File: src/rtl/arm_dp_pkg.sv
// Shared encodings for the ARM data-processing unit: opcodes, shift types,
// NZCV bit positions and the control-state enum.
package arm_dp_pkg;

    localparam logic [3:0] OP_AND = 4'h0;
    localparam logic [3:0] OP_EOR = 4'h1;
    localparam logic [3:0] OP_SUB = 4'h2;
    localparam logic [3:0] OP_RSB = 4'h3;
    localparam logic [3:0] OP_ADD = 4'h4;
    localparam logic [3:0] OP_ADC = 4'h5;
    localparam logic [3:0] OP_SBC = 4'h6;
    localparam logic [3:0] OP_RSC = 4'h7;
    localparam logic [3:0] OP_TST = 4'h8;
    localparam logic [3:0] OP_TEQ = 4'h9;
    localparam logic [3:0] OP_CMP = 4'hA;
    localparam logic [3:0] OP_CMN = 4'hB;
    localparam logic [3:0] OP_ORR = 4'hC;
    localparam logic [3:0] OP_MOV = 4'hD;
    localparam logic [3:0] OP_BIC = 4'hE;
    localparam logic [3:0] OP_MVN = 4'hF;

    localparam logic [1:0] SH_LSL = 2'd0;
    localparam logic [1:0] SH_LSR = 2'd1;
    localparam logic [1:0] SH_ASR = 2'd2;
    localparam logic [1:0] SH_ROR = 2'd3;

    localparam int FLAG_N = 3;
    localparam int FLAG_Z = 2;
    localparam int FLAG_C = 1;
    localparam int FLAG_V = 0;

    typedef enum logic [1:0] {
        ST_IDLE    = 2'd0,
        ST_MUL_RUN = 2'd1,
        ST_HOLD    = 2'd2
    } dp_state_t;

endpackage

File: src/rtl/dp_barrel_shifter.sv
// Combinational operand-2 shifter: LSL/LSR/ASR/ROR with ARM carry-out rules,
// including the amount-0 cases (pass-through with c_in, ROR #0 = RRX).
module dp_barrel_shifter
    import arm_dp_pkg::*;
#(
    parameter int WIDTH = 32,
    parameter int SHW   = $clog2(WIDTH)
) (
    input  logic [WIDTH-1:0] value,
    input  logic [1:0]       sh_type,
    input  logic [SHW-1:0]   amt,
    input  logic             c_in,
    output logic [WIDTH-1:0] shifted,
    output logic             carry
);

    logic [WIDTH:0]        lsl_w;
    logic [WIDTH:0]        lsr_w;
    logic signed [WIDTH:0] asr_in;
    logic signed [WIDTH:0] asr_out;
    logic [WIDTH-1:0]      ror_w;

    // The extra bit on each side catches the last bit shifted out.
    always_comb begin
        lsl_w   = {1'b0, value} << amt;
        lsr_w   = {value, 1'b0} >> amt;
        asr_in  = {value, 1'b0};
        asr_out = asr_in >>> amt;
        ror_w   = (value >> amt) | (value << (WIDTH - int'(amt)));

        shifted = value;
        carry   = c_in;
        if (amt == '0) begin
            if (sh_type == SH_ROR) begin
                shifted = {c_in, value[WIDTH-1:1]};
                carry   = value[0];
            end
        end else begin
            unique case (sh_type)
                SH_LSL: begin
                    shifted = lsl_w[WIDTH-1:0];
                    carry   = lsl_w[WIDTH];
                end
                SH_LSR: begin
                    shifted = lsr_w[WIDTH:1];
                    carry   = lsr_w[0];
                end
                SH_ASR: begin
                    shifted = asr_out[WIDTH:1];
                    carry   = asr_out[0];
                end
                default: begin
                    shifted = ror_w;
                    carry   = ror_w[WIDTH-1];
                end
            endcase
        end
    end

endmodule

File: src/rtl/arm_dp_unit.sv
// Registered ARM data-processing unit: operand-2 shifter, 16 DP opcodes,
// NZCV register, valid/ready on both sides and an optional shift-add MUL/MLA.
module arm_dp_unit
    import arm_dp_pkg::*;
#(
    parameter int WIDTH  = 32,
    parameter int MUL_EN = 1,
    parameter int SHW    = $clog2(WIDTH)
) (
    input  logic             clk,
    input  logic             reset,
    input  logic             in_valid,
    output logic             in_ready,
    input  logic [3:0]       opcode,
    input  logic             s_bit,
    input  logic             mul,
    input  logic             acc,
    input  logic [WIDTH-1:0] op_a,
    input  logic [WIDTH-1:0] op_b,
    input  logic [WIDTH-1:0] op_c,
    input  logic [1:0]       shift_type,
    input  logic [SHW-1:0]   shift_amt,
    input  logic             flags_load,
    input  logic [3:0]       flags_in,
    output logic             out_valid,
    input  logic             out_ready,
    output logic [WIDTH-1:0] result,
    output logic             wr_en,
    output logic [3:0]       flags
);

    localparam logic MUL_ON = (MUL_EN != 0);

    function automatic logic add_ovf(input logic signed [WIDTH-1:0] x,
                                     input logic signed [WIDTH-1:0] y,
                                     input logic signed [WIDTH-1:0] s);
        return (x[WIDTH-1] == y[WIDTH-1]) && (s[WIDTH-1] != x[WIDTH-1]);
    endfunction

    function automatic logic [3:0] pack_nzcv(input logic [WIDTH-1:0] res,
                                             input logic c, input logic v);
        return {res[WIDTH-1], (res == '0), c, v};
    endfunction

    dp_state_t        state;
    logic             vld_p1;
    logic [WIDTH-1:0] result_p1;
    logic             wr_en_p1;
    logic [3:0]       flags_q;
    logic [3:0]       flags_nxt;
    logic             mul_s;

    logic             accept;
    logic             mul_eff;
    logic             mul_start;
    logic             mul_run;
    logic             mul_done;
    logic [WIDTH-1:0] mul_prod;
    logic             alu_acc;

    logic [WIDTH-1:0] op2;
    logic             sh_c;
    logic [WIDTH-1:0] add_x;
    logic [WIDTH-1:0] add_y;
    logic             add_ci;
    logic [WIDTH:0]   sum;
    logic             is_arith;
    logic             is_test;
    logic [WIDTH-1:0] logic_res;
    logic [WIDTH-1:0] alu_res;
    logic             alu_c;
    logic             alu_v;
    logic             alu_setf;

    assign in_ready  = (state == ST_IDLE) && (!vld_p1 || out_ready);
    assign accept    = in_valid && in_ready;
    assign mul_eff   = mul && MUL_ON;
    assign mul_start = accept && mul_eff;
    assign alu_acc   = accept && !mul_eff;
    assign mul_run   = (state == ST_MUL_RUN);

    assign out_valid = vld_p1;
    assign result    = result_p1;
    assign wr_en     = wr_en_p1;
    assign flags     = flags_q;

    // ---- stage p0: operand-2 shift and ALU evaluation
    dp_barrel_shifter #(
        .WIDTH (WIDTH),
        .SHW   (SHW)
    ) u_shifter (
        .value   (op_b),
        .sh_type (shift_type),
        .amt     (shift_amt),
        .c_in    (flags_q[FLAG_C]),
        .shifted (op2),
        .carry   (sh_c)
    );

    always_comb begin
        add_x    = op_a;
        add_y    = op2;
        add_ci   = 1'b0;
        is_arith = 1'b1;
        case (opcode)
            OP_SUB, OP_CMP: begin
                add_y  = ~op2;
                add_ci = 1'b1;
            end
            OP_RSB: begin
                add_x  = op2;
                add_y  = ~op_a;
                add_ci = 1'b1;
            end
            OP_ADC: add_ci = flags_q[FLAG_C];
            OP_SBC: begin
                add_y  = ~op2;
                add_ci = flags_q[FLAG_C];
            end
            OP_RSC: begin
                add_x  = op2;
                add_y  = ~op_a;
                add_ci = flags_q[FLAG_C];
            end
            OP_ADD, OP_CMN: add_ci = 1'b0;
            default: is_arith = 1'b0;
        endcase

        case (opcode)
            OP_AND, OP_TST: logic_res = op_a & op2;
            OP_EOR, OP_TEQ: logic_res = op_a ^ op2;
            OP_ORR:         logic_res = op_a | op2;
            OP_MOV:         logic_res = op2;
            OP_BIC:         logic_res = op_a & ~op2;
            OP_MVN:         logic_res = ~op2;
            default:        logic_res = '0;
        endcase

        sum      = {1'b0, add_x} + {1'b0, add_y} + {{WIDTH{1'b0}}, add_ci};
        alu_res  = is_arith ? sum[WIDTH-1:0] : logic_res;
        alu_c    = is_arith ? sum[WIDTH] : sh_c;
        alu_v    = is_arith ? add_ovf(add_x, add_y, sum[WIDTH-1:0]) : flags_q[FLAG_V];
        is_test  = (opcode[3:2] == 2'b10);
        alu_setf = s_bit || is_test;
    end

    // A flag-setting accept beats an MSR load; a finishing MULS then
    // overwrites only N and Z on top of whatever the load wrote.
    always_comb begin
        flags_nxt = flags_q;
        if (flags_load) flags_nxt = flags_in;
        if (alu_acc && alu_setf) flags_nxt = pack_nzcv(alu_res, alu_c, alu_v);
        if (mul_run && mul_done && mul_s) begin
            flags_nxt[FLAG_N] = mul_prod[WIDTH-1];
            flags_nxt[FLAG_Z] = (mul_prod == '0);
        end
    end

    // ---- stage p1: registered result, control state and flags
    always_ff @(posedge clk) begin
        if (reset) begin
            state     <= ST_IDLE;
            vld_p1    <= 1'b0;
            result_p1 <= '0;
            wr_en_p1  <= 1'b0;
            flags_q   <= '0;
            mul_s     <= 1'b0;
        end else begin
            flags_q <= flags_nxt;
            if (vld_p1 && out_ready) vld_p1 <= 1'b0;
            case (state)
                ST_IDLE: begin
                    if (mul_start) begin
                        state <= ST_MUL_RUN;
                        mul_s <= s_bit;
                    end else if (alu_acc) begin
                        vld_p1    <= 1'b1;
                        result_p1 <= alu_res;
                        wr_en_p1  <= !is_test;
                    end
                end
                ST_MUL_RUN: begin
                    if (mul_done) begin
                        if (vld_p1 && !out_ready) begin
                            state <= ST_HOLD;
                        end else begin
                            state     <= ST_IDLE;
                            vld_p1    <= 1'b1;
                            result_p1 <= mul_prod;
                            wr_en_p1  <= 1'b1;
                        end
                    end
                end
                ST_HOLD: begin
                    if (!vld_p1 || out_ready) begin
                        state     <= ST_IDLE;
                        vld_p1    <= 1'b1;
                        result_p1 <= mul_prod;
                        wr_en_p1  <= 1'b1;
                    end
                end
                default: state <= ST_IDLE;
            endcase
        end
    end

    // ---- multiply engine: one multiplier bit per cycle, WIDTH iterations
    generate
        if (MUL_EN != 0) begin : g_mul
            localparam logic [SHW:0] CNT_MAX = (SHW+1)'(WIDTH);

            logic [SHW:0]     cnt;
            logic [WIDTH-1:0] mcand;
            logic [WIDTH-1:0] mplier;
            logic [WIDTH-1:0] accum;

            always_ff @(posedge clk) begin
                if (reset) begin
                    cnt <= '0;
                end else if (mul_start) begin
                    cnt <= '0;
                end else if (mul_run && (cnt != CNT_MAX)) begin
                    cnt <= cnt + 1'b1;
                end
            end

            always_ff @(posedge clk) begin
                if (mul_start) begin
                    mcand  <= op_a;
                    mplier <= op_b;
                    accum  <= acc ? op_c : '0;
                end else if (mul_run && (cnt != CNT_MAX)) begin
                    if (mplier[0]) accum <= accum + mcand;
                    mcand  <= mcand << 1;
                    mplier <= mplier >> 1;
                end
            end

            assign mul_done = (cnt == CNT_MAX);
            assign mul_prod = accum;
        end else begin : g_no_mul
            assign mul_done = 1'b0;
            assign mul_prod = '0;
        end
    endgenerate

endmodule

File: config.mk
export PLATFORM = sky130hd
export DESIGN_NAME = arm_dp_unit
export DESIGN_NICKNAME = d
export VERILOG_FILES = /design/src/rtl/arm_dp_pkg.sv /design/src/rtl/dp_barrel_shifter.sv /design/src/rtl/arm_dp_unit.sv
export SDC_FILE = /design/constraint.sdc
export NUM_CORES = 1
export LEC_CHECK = 0
export ABC_AREA = 1
export CAP_MARGIN = 20
export CORE_MARGIN = 2
export CORE_UTILIZATION = 30
export CTS_CLUSTER_SIZE = 16
export DETAILED_ROUTE_END_ITERATION = 8
export PLACE_DENSITY = 0.54
export SYNTH_ARGS = -nofsm -noshare
export SYNTH_HDL_FRONTEND = slang
export SYNTH_SLANG_ARGS = --single-unit
File: constraint.sdc
create_clock -name clk -period 7.3 [get_ports clk]
set_input_delay 1.825 -clock clk [delete_from_list [all_inputs] [get_ports clk]]
set_output_delay 1.825 -clock clk [all_outputs]
set_load 0.005 [all_outputs]
# Word level (Yosys, flattened, before mapping)
# Index checks and enable logic that the tools add are counted.
# totals
word_cells	153
out_inout_bits	39
reg_bits	143
# op_classes
bitwise	7
n_eq_ne	33
shifts	5
n_mux	49
reduce_logical	42
add_sub_neg	5
# ops
operator	n
two-way mux 32 bit	17
one-hot mux 32 bit (3 select lines)	2
one-hot mux 32 bit (6 select lines)	1
bitwise AND 32 bit	2
zero test 32 bit	2
NOT 32 bit	2
bitwise OR 32 bit	2
one-hot mux 32 bit (2 select lines)	1
adder 32 x 32 -> 33 bit	1
adder 33 x 1 -> 33 bit	1
left shift 32 x 5 -> 33 bit	1
>> shifter 33 x 5 -> 33 bit	1
>>> shifter 33 x 5 -> 33 bit	1
adder 32 bit	1
equality test 4 bit, second input constant	8
left shift 32 x 32 -> 32 bit	1
>> shifter 32 x 5 -> 32 bit	1
XOR 32 bit	1
equality test 4 x 3 -> 1 bit, second input constant	4
two-way mux 1 bit	16
inequality test 2 bit, second input constant	6
logical AND 1 bit	11
two-way mux 2 bit	5
one-hot mux 1 bit (3 select lines)	3
28 further kinds	50

# Logic depth before layout (Yosys ltp)
# Gate-level depths: netlist of the first run.
# depth
word_depth	14
depth_mapped	44
mapped_depth_nobuf	40

# Modules after synthesis
# From an unflattened synthesis of the first run, not the netlist that was laid out.
# hier_totals
cells_unflattened	3422
area_unflattened_um2	19591.3
# modules_own_cells
mod	instances	area_each_um2	cells_per_inst	seq_area_each_um2
arm_dp_unit	1	13249.0	2020	3823.7
dp_barrel_shifter	1	6342.3	1402	0.0

# Worst setup path before layout of the first run
# OpenSTA, ideal clock, no wires.
# synth_path
kind	input port to flip-flop
from	input port shift_amt[1]
to	register flags_q[2], in the netlist flags[2]
n_path_buf	3
cell_stages	35
t_arrival_ns	6.615
setup_time_ns	0.067
setup_slack_ns	0.618
cell_sequence	buf_6 > inv_2 > buf_2 > buf_4 > ha_1 > nand2_1 > nor2_1 > ha_1 > inv_1 > nand2_2 > nor2_1 > nand2_1 > nand2_1 > a21oi_1 > nand2_1 > nand2_1 > nor2_1 > a211oi_1 > fa_1 > fa_1 > o31ai_1 > a21oi_1 > o21ai_0 > nand2_1 > nand3_1 > nand3_1 > nand2_1 > nand2_1 > nor2_1 > nand3_1 > nor2_1 > nand3_1 > nand3_1 > nand2_1 > a21oi_2
# synth_between
elab_chain_len	13
word_cells_on_any_way	24
cone_classes	3 x add/sub; 5 x shift; 8 x mux; 6 x bitwise; 2 x reduce/logical
# synth_rtl
item	line_no	text
start, declared	arm_dp_unit.sv:22	input logic [SHW-1:0] shift_amt,
subtractor 6 x 5 -> 7 bit	dp_barrel_shifter.sv:29	ror_w = (value >> amt) | (value << (WIDTH - int'(amt)));
left shift 32 x 32 -> 32 bit	dp_barrel_shifter.sv:29	
bitwise OR 32 bit	dp_barrel_shifter.sv:29	
one-hot mux 32 bit (3 select lines)	dp_barrel_shifter.sv:39	unique case (sh_type)
two-way mux 32 bit *	dp_barrel_shifter.sv:33	if (amt == '0) begin
NOT 32 bit	n/a	
one-hot mux 32 bit (2 select lines)	arm_dp_unit.sv:105	case (opcode)
adder 32 x 32 -> 33 bit	arm_dp_unit.sv:139	sum = {1'b0, add_x} + {1'b0, add_y} + {{WIDTH{1'b0}}, add_ci};
adder 33 x 1 -> 33 bit	arm_dp_unit.sv:139	
two-way mux 32 bit *	arm_dp_unit.sv:140	alu_res = is_arith ? sum[WIDTH-1:0] : logic_res;
zero test 32 bit *	arm_dp_unit.sv:42	return {res[WIDTH-1], (res == '0), c, v};
two-way mux 4 bit *	arm_dp_unit.sv:152	if (alu_acc && alu_setf) flags_nxt = pack_nzcv(alu_res, alu_c, alu_v);
two-way mux 2 bit *	arm_dp_unit.sv:153	if (mul_run && mul_done && mul_s) begin
end signal, assigned	arm_dp_unit.sv:169	flags_q <= flags_nxt;
end, declared	arm_dp_unit.sv:49	logic [3:0] flags_q;
# Mark *: on every way between the ends. The rest lies on a longest branch, timed or not.
# A chain may end at the register's enable or synchronous reset.

# Worst setup path after layout of the first run
# layout_path
from	input port op_b[0]
to	register flags_q[2], in the netlist flags[2]
# layout_between
elab_chain_len	12
word_cells_on_any_way	23
cone_classes	2 x add/sub; 5 x shift; 9 x mux; 6 x bitwise; 1 x reduce/logical
# layout_rtl
item	line_no	text
start, declared	arm_dp_unit.sv:19	input logic [WIDTH-1:0] op_b,
left shift 32 x 32 -> 32 bit / >> shifter 32 x 5 -> 32 bit (equally long branches)	dp_barrel_shifter.sv:29	
bitwise OR 32 bit	dp_barrel_shifter.sv:29	
one-hot mux 32 bit (3 select lines)	dp_barrel_shifter.sv:39	
two-way mux 32 bit *	dp_barrel_shifter.sv:33	
NOT 32 bit	n/a	
one-hot mux 32 bit (2 select lines)	arm_dp_unit.sv:105	
adder 32 x 32 -> 33 bit	arm_dp_unit.sv:139	
adder 33 x 1 -> 33 bit	arm_dp_unit.sv:139	
two-way mux 32 bit *	arm_dp_unit.sv:140	
zero test 32 bit *	arm_dp_unit.sv:42	
two-way mux 4 bit *	arm_dp_unit.sv:152	
two-way mux 2 bit *	arm_dp_unit.sv:153	
# Marked as above.

==> run metrics, run 1 <==
Root Driver=clkbuf_16; Top delay family on crit path=simple AND/OR/NAND/NOR gates; Adder-Cell Fraction of Synth Area=6.94%; most common cell in the synthesized netlist=nand2_1; Synth-to-Final Area Change=21.7%; Worst EP arrival=approximately 7.3 ns; area taken by multi-input logic gates=13700 µm²; fmax=~140 MHz; Max rail drop VDD=0.000215 V; vias in the first global route=22200; wire length on met2=approximately 40000 µm; Final Hold Viols=0; critical path endpoint category=flip-flop; ant diodes=0; hold_buf cts=0; Worst Hold Class=reg2reg; Slowest cell on crit path=clkdlybuf4s50_1; MaxCap Viol Count=0; Vias/cell=5.59; Initial DRC Count=3032; Post-Syn Nets=3501; clk_lat worst skew=0.44 ns; worst-path fanout max=6; WL final=95900 µm; hpwl dp=75700 µm; Initial Utilization=30.3%; share of layout cells above drive strength 1=under 10%; Place WS=-0.262 ns; synth warn=0; Synth Area in XOR/XNOR=~1.5%; # rows=93; DRT Pass-1 Iters=7; Lkg Pwr=10.9 nW; Routed met1 length=about 43000 µm; Top Ports=158; highest routed layer=met5; largest net degree at the start of global routing=80; initial antenna violation count=3; Worst path max stage delay=about 0.74 ns; clock slew at reported path FFs=approximately 0.060 ns; synth top area cells=nand2_1, nand3_1, edfxtp_1, ha_1, o21ai_0; Critical Path Most Common Cell=nand2_1; synth unique cells=61; DR vias=approximately 24000; setup TNS=0 ns; Power per Cell Area=about 280 nW/µm²; Post-Syn Instances=3276; share of the yosys chip area belonging to registers=19.7%; remaining global-route overflow=0; Least-Margin Pin Slew=about 1.1 ns; Fill cells=around 7200; Synth Area in Simple Gates=a little over two fifths; Synth Cell Area=19400 µm²; # DRC=0; type of the worst setup path=in2reg; Synth area leader=nand2_1; Worst Skew=0.00974 ns; FFs w/ async S/R, synth=0%; fin crit share=between 90% and 100%; Routed Antenna Nets=0; Max-slew headroom=24.0%; largest family of logic cells by synthesized area=simple AND/OR/NAND/NOR gates; nets=3717; flip-flop and latch area=3820 µm²; Avg Synthesized Cell Area=5.94 µm²; share of the synthesized area in the top cell type=17.4%; Final setup viols=0; crit path buf inv count=3; Top FF cell, synth=edfxtp_1; Die Ht=roughly 260 µm; die area=66900 µm²; die width=259 µm; number of flops mapped to enable cells by yosys=between 90 and 100; RSZ-0062 raised after global routing=no; core area=64200 µm²; first-pass GRT wire length=142000 µm; status=finished clean; Longest Clk Path Bufs=2; CTS tree=yes; routed length per instance=22.0 µm; Compound-Gate Fraction of Synth Area=19.5%; design area=roughly 24000 µm²; Commonest cells post-synth=nand2_1, nand3_1, inv_1, o21ai_0, a21oi_1; placed inst area=23000 µm²; dpl cells=4327; H-tree Lvls=4; Port Buffers=about 160; metal3 WL=8620 µm; Slew Viols, Final=0; total CTS buffers=17; utilization after layout=between 30% and 40%; Setup WS post-layout=0.356 ns; Seq cells post-synth=143; overall routing resource usage=27.8%; Startpoint Class=primary input; final instance count without filler cells=4360; CTS Sinks=143; Required @ worst endpoint=7.67 ns; post-synthesis mux area share=0%; min Tclk post-route=6.94 ns; routability-driven placement congestion ratio=1.02
## worst paths after layout
path	slack, ns	depth (start not counted)	end	startpoint
worst max register to register	3.15	22	flags[2]$_SDFFE_PP0P_	flags[1]$_SDFFE_PP0P_
worst min-delay path	0.46	2	mul_s$_SDFFE_PP0P_	mul_s$_SDFFE_PP0P_
worst min register to register	0.46	2	mul_s$_SDFFE_PP0P_	mul_s$_SDFFE_PP0P_
worst max-delay path	0.36	33	flags[2]$_SDFFE_PP0P_	op_b[0]
## per-layer routing
metal  track usage [%]  up-vias
li1                  -    11700
met1              39.4    11300
met2              41.7     1191
met3              4.27      185
met4              12.2        4
met5                 0        -
## cells in the final DEF, fill, tap and decap left out, drive strengths merged, types with 2 or more instances in the layout
master	instances
a22oi	6
nand2	951
clkinv	7
inv	278
o211ai	33
a21oi	222
nor3b	2
a21boi	6
ha	103
nand3	632
xor2	22
a211oi	12
nor2	224
clkdlybuf4s50	153
nand3b	9
clkbuf	19
a221oi	3
o311ai	2
o21ai	270
bufinv	5
fa	3
a21o	6
a31oi	13
clkinvlp	3
dfxtp	47
nor4	12
xnor2	11
edfxtp	96
or2	4
a22o	21
or4	2
o221ai	26
nand4	27
nor3	13
o31ai	16
buf	221
o21a	9
o21bai	8
## sequential cells by signal (all words and copies together) (netlist names)
register      count
g_mul.accum      32
wr_en             1
flags             4
result           32
g_mul.mcand      32
g_mul.mplier     32
mul_s             1
state             2
g_mul.cnt         6
out_valid         1
## cell families after synthesis
family / after synthesis
AO/OA/AOI/OAI: 659
XOR/XNOR: 33
adder cells (fa/ha/maj): 106
buffers and inverters: 458
flip-flops: 143
AND/OR/NAND/NOR: 1877
## area by class of cell
class                           instances  area share, %
Tap cell                              855           4.52
Sequential cell                       143           16.2
Clock inverter                         13          0.899
Clock buffer                           19           1.83
Inverter                              280           4.49
Multi-Input combinational cell       2675           58.0
Timing Repair Buffer                  375           14.1
## timing repair
action                     in CTS  in global routing
setup endpoints to repair       0                  2
setup buffers                   0                  0
resized for setup               0                  3
## through the flow
stage	total power [mW]	hold slack [ns]
2_1_floorplan	4.27	0.430
3_3_place_gp	5.60	0.442
3_5_place_dp	5.62	0.451
4_1_cts	6.61	0.461
5_1_grt	7.19	0.483
6_report	6.64	0.458
## tightest hold or removal path, cell delays in order, from the launching register on
cell and delay, ns:
dfxtp_1 0.30, inv_1 0.06, a21oi_1 0.06
## power breakdown
group	total [mW]	leakage, nW	switching (mW)	internal, mW
logic	4.00	9.32	2.45	1.55
clock network	0.968	0.304	0.360	0.608
registers	1.68	1.30	0.245	1.43
total	6.64	10.9	3.05	3.59
No activity file was read; power rests on OpenSTA's default activity.
==> run 2: changes to the inputs <==
--- a/config.mk
+++ b/config.mk
@@ -9,8 +9,10 @@
 export CAP_MARGIN = 20
 export CORE_MARGIN = 2
 export CORE_UTILIZATION = 30
+export CTS_BUF_LIST = sky130_fd_sc_hd__clkbuf_16
 export CTS_CLUSTER_SIZE = 16
 export DETAILED_ROUTE_END_ITERATION = 8
+export GPL_ROUTABILITY_DRIVEN = 0
 export PLACE_DENSITY = 0.54
 export SYNTH_ARGS = -nofsm -noshare
 export SYNTH_HDL_FRONTEND = slang
==> run 2 against run 1 <==
- largest cell class unchanged
- design area decreased by 1.8%
- global-route usage fell by 1.2 points
- first-iteration DRC count increased by 6.3%
- sequential power barely moved
- fmax grew 1.1%
==> run metrics, run 2 (same netlist as run 1, synthesis figures left out) <==
Longest Clk Path Bufs=2; largest net degree at the start of global routing=96; routed length per instance=21.2 µm; Required @ worst endpoint=7.67 ns; Max-slew headroom=around 28%; Initial DRC Count=3224; internal power=3.54 mW; Final setup viols=0; switching share of total power=46.0%; nets=3666; Worst Hold Class=reg2reg; Port Buffers=157; RSZ-0062 raised after global routing=no; min Tclk post-route=about 6.9 ns; Top Ports=about 160; Least-Margin Pin Slew=1.07 ns; share of layout cells above drive strength 1=under 10%; clock slew at reported path FFs=0.06 ns; Vias/cell=5.62; core area=64200 µm²; Setup WS post-layout=0.435 ns; clk_lat worst skew=between 0.4 and 0.5 ns; # rows=93; Final Hold Viols=0; vias in the first global route=21900; CTS tree=yes; Routed Antenna Nets=0; die width=roughly 260 µm; critical path endpoint category=flip-flop; Root Driver=clkbuf_16; Die Ht=approximately 260 µm; clock power share=14.7%; type of the worst setup path=in2reg; Lkg Pwr=between 10 and 15 nW; fin crit share=between 90 and 100%; Worst Skew=about 0.0075 ns; status=finished clean; combinational share of power=about 60%; Place WS=-0.0677 ns; area taken by multi-input logic gates=13700 µm²; Fin Hold WS=0.461 ns; DRT Pass-1 Iters=8; Startpoint Class=primary input; Synth-to-Final Area Change=19.5%; die area=between 60000 and 70000 µm²; Max rail drop VDD=0.000193 V; remaining global-route overflow=0; Slew Viols, Final=0; MaxCap Viol Count=0; Initial Utilization=30.3%; most frequent cells in the layout=nand2_1, nand3_1, inv_1; fmax=146 MHz; DR vias=24200; first-pass GRT wire length=137000 µm; flip-flop and latch area=3820 µm²; Fill cells=between 7000 and 8000; switching power=~3 mW; placed inst area=22600 µm²; utilization after layout=36.2%; initial antenna violation count=7; Worst EP arrival=about 7.2 ns; total CTS buffers=17; overall routing resource usage=26.7%; CTS Sinks=143; worst-path fanout max=12; # DRC=0; Power per Cell Area=around 280 nW/µm²; commonest non-fill, non-tap cell in the layout=nand2_1; H-tree Lvls=4; design area=23200 µm²; setup TNS=0 ns; hpwl dp=72100 µm; WL final=91500 µm; Reg power frac=25.5%
==> run 2: cell count changes in the layout (fill, tap and decap cells not counted), moves of 2 or more <==
cell        previous run  this run
buf_4                208       159
buf_12                 9         6
clkbuf_1               2         0
clkinv_1               4         6
clkinvlp_4             3         1
==> run 2: final cells by class <==
cell class,instances,area share (%)
Antenna cell,1,0.0108
Inverter,280,4.58
Clock buffer,17,1.83
Sequential cell,143,16.5
Clock inverter,15,0.937
Tap cell,855,4.60
Timing Repair Buffer,324,12.5
Multi-Input combinational cell,2675,59.1
==> run 2: worst max-delay path, cell delays in order <==
cell and delay, ns:
clkdlybuf4s50_1 0.74, nand2_2 0.26, inv_1 0.45, nor2_1 0.21, a31o_2 0.27, o21ai_0 0.07, nand2_1 0.11, nand2_1 0.16
a211oi_1 0.12, fa_1 0.46, fa_1 0.48, o31ai_1 0.25, buf_4 0.17, a21oi_1 0.08, o21ai_0 0.16, buf_4 0.16
nand2_1 0.08, nand3_1 0.08, nand3_1 0.08, nand2_1 0.11, nand2_1 0.06, nor2_1 0.11, nand3_1 0.11, nor2_1 0.24
nand3_1 0.12, nand3_1 0.09, nand2_1 0.06, a21oi_2 0.10
==> run 2: worst paths after layout <==
kind,cells after the start,end,slack (ns),startpoint
max,28,flags[2]$_SDFFE_PP0P_,0.43,shift_type[1]
min,2,mul_s$_SDFFE_PP0P_,0.46,mul_s$_SDFFE_PP0P_
max reg2reg,22,flags[2]$_SDFFE_PP0P_,3.15,flags[1]$_SDFFE_PP0P_
min reg2reg,2,mul_s$_SDFFE_PP0P_,0.46,mul_s$_SDFFE_PP0P_
==> run 2: layer usage <==
metal	global-route usage (%)	wire length, µm	vias to the layer above
li1	-	-	11600
met1	37.1	39400	11100
met2	40.2	38300	1290
met3	4.14	8910	206
met4	12.8	4780	14
met5	0	85	-
==> run 2: stage by stage <==
step | instances | total power, mW
floorplan | 3276 | 4.27
finish | 4310 | 6.55
global route | 4309 | 7.09
CTS | 4308 | 6.51
detailed placement | 4276 | 5.53
global placement | 4275 | 5.50
==> run 2: power by group through the flow <==
stage | registers [mW] | clock network (mW) | logic, mW
5_1_grt | 1.71 | 1.01 | 4.37
3_5_place_dp | 1.68 | 0 | 3.85
4_1_cts | 1.67 | 0.979 | 3.87
3_3_place_gp | 1.68 | 0 | 3.82
2_1_floorplan | 1.59 | 0 | 2.68
6_report | 1.67 | 0.963 | 3.92
==> run 2: repair_timing <==
item,4_1_cts,5_1_grt
buffers inserted,0,0
endpoints found under the setup margin,0,1
hold buffers,0,0
resized for setup,0,4
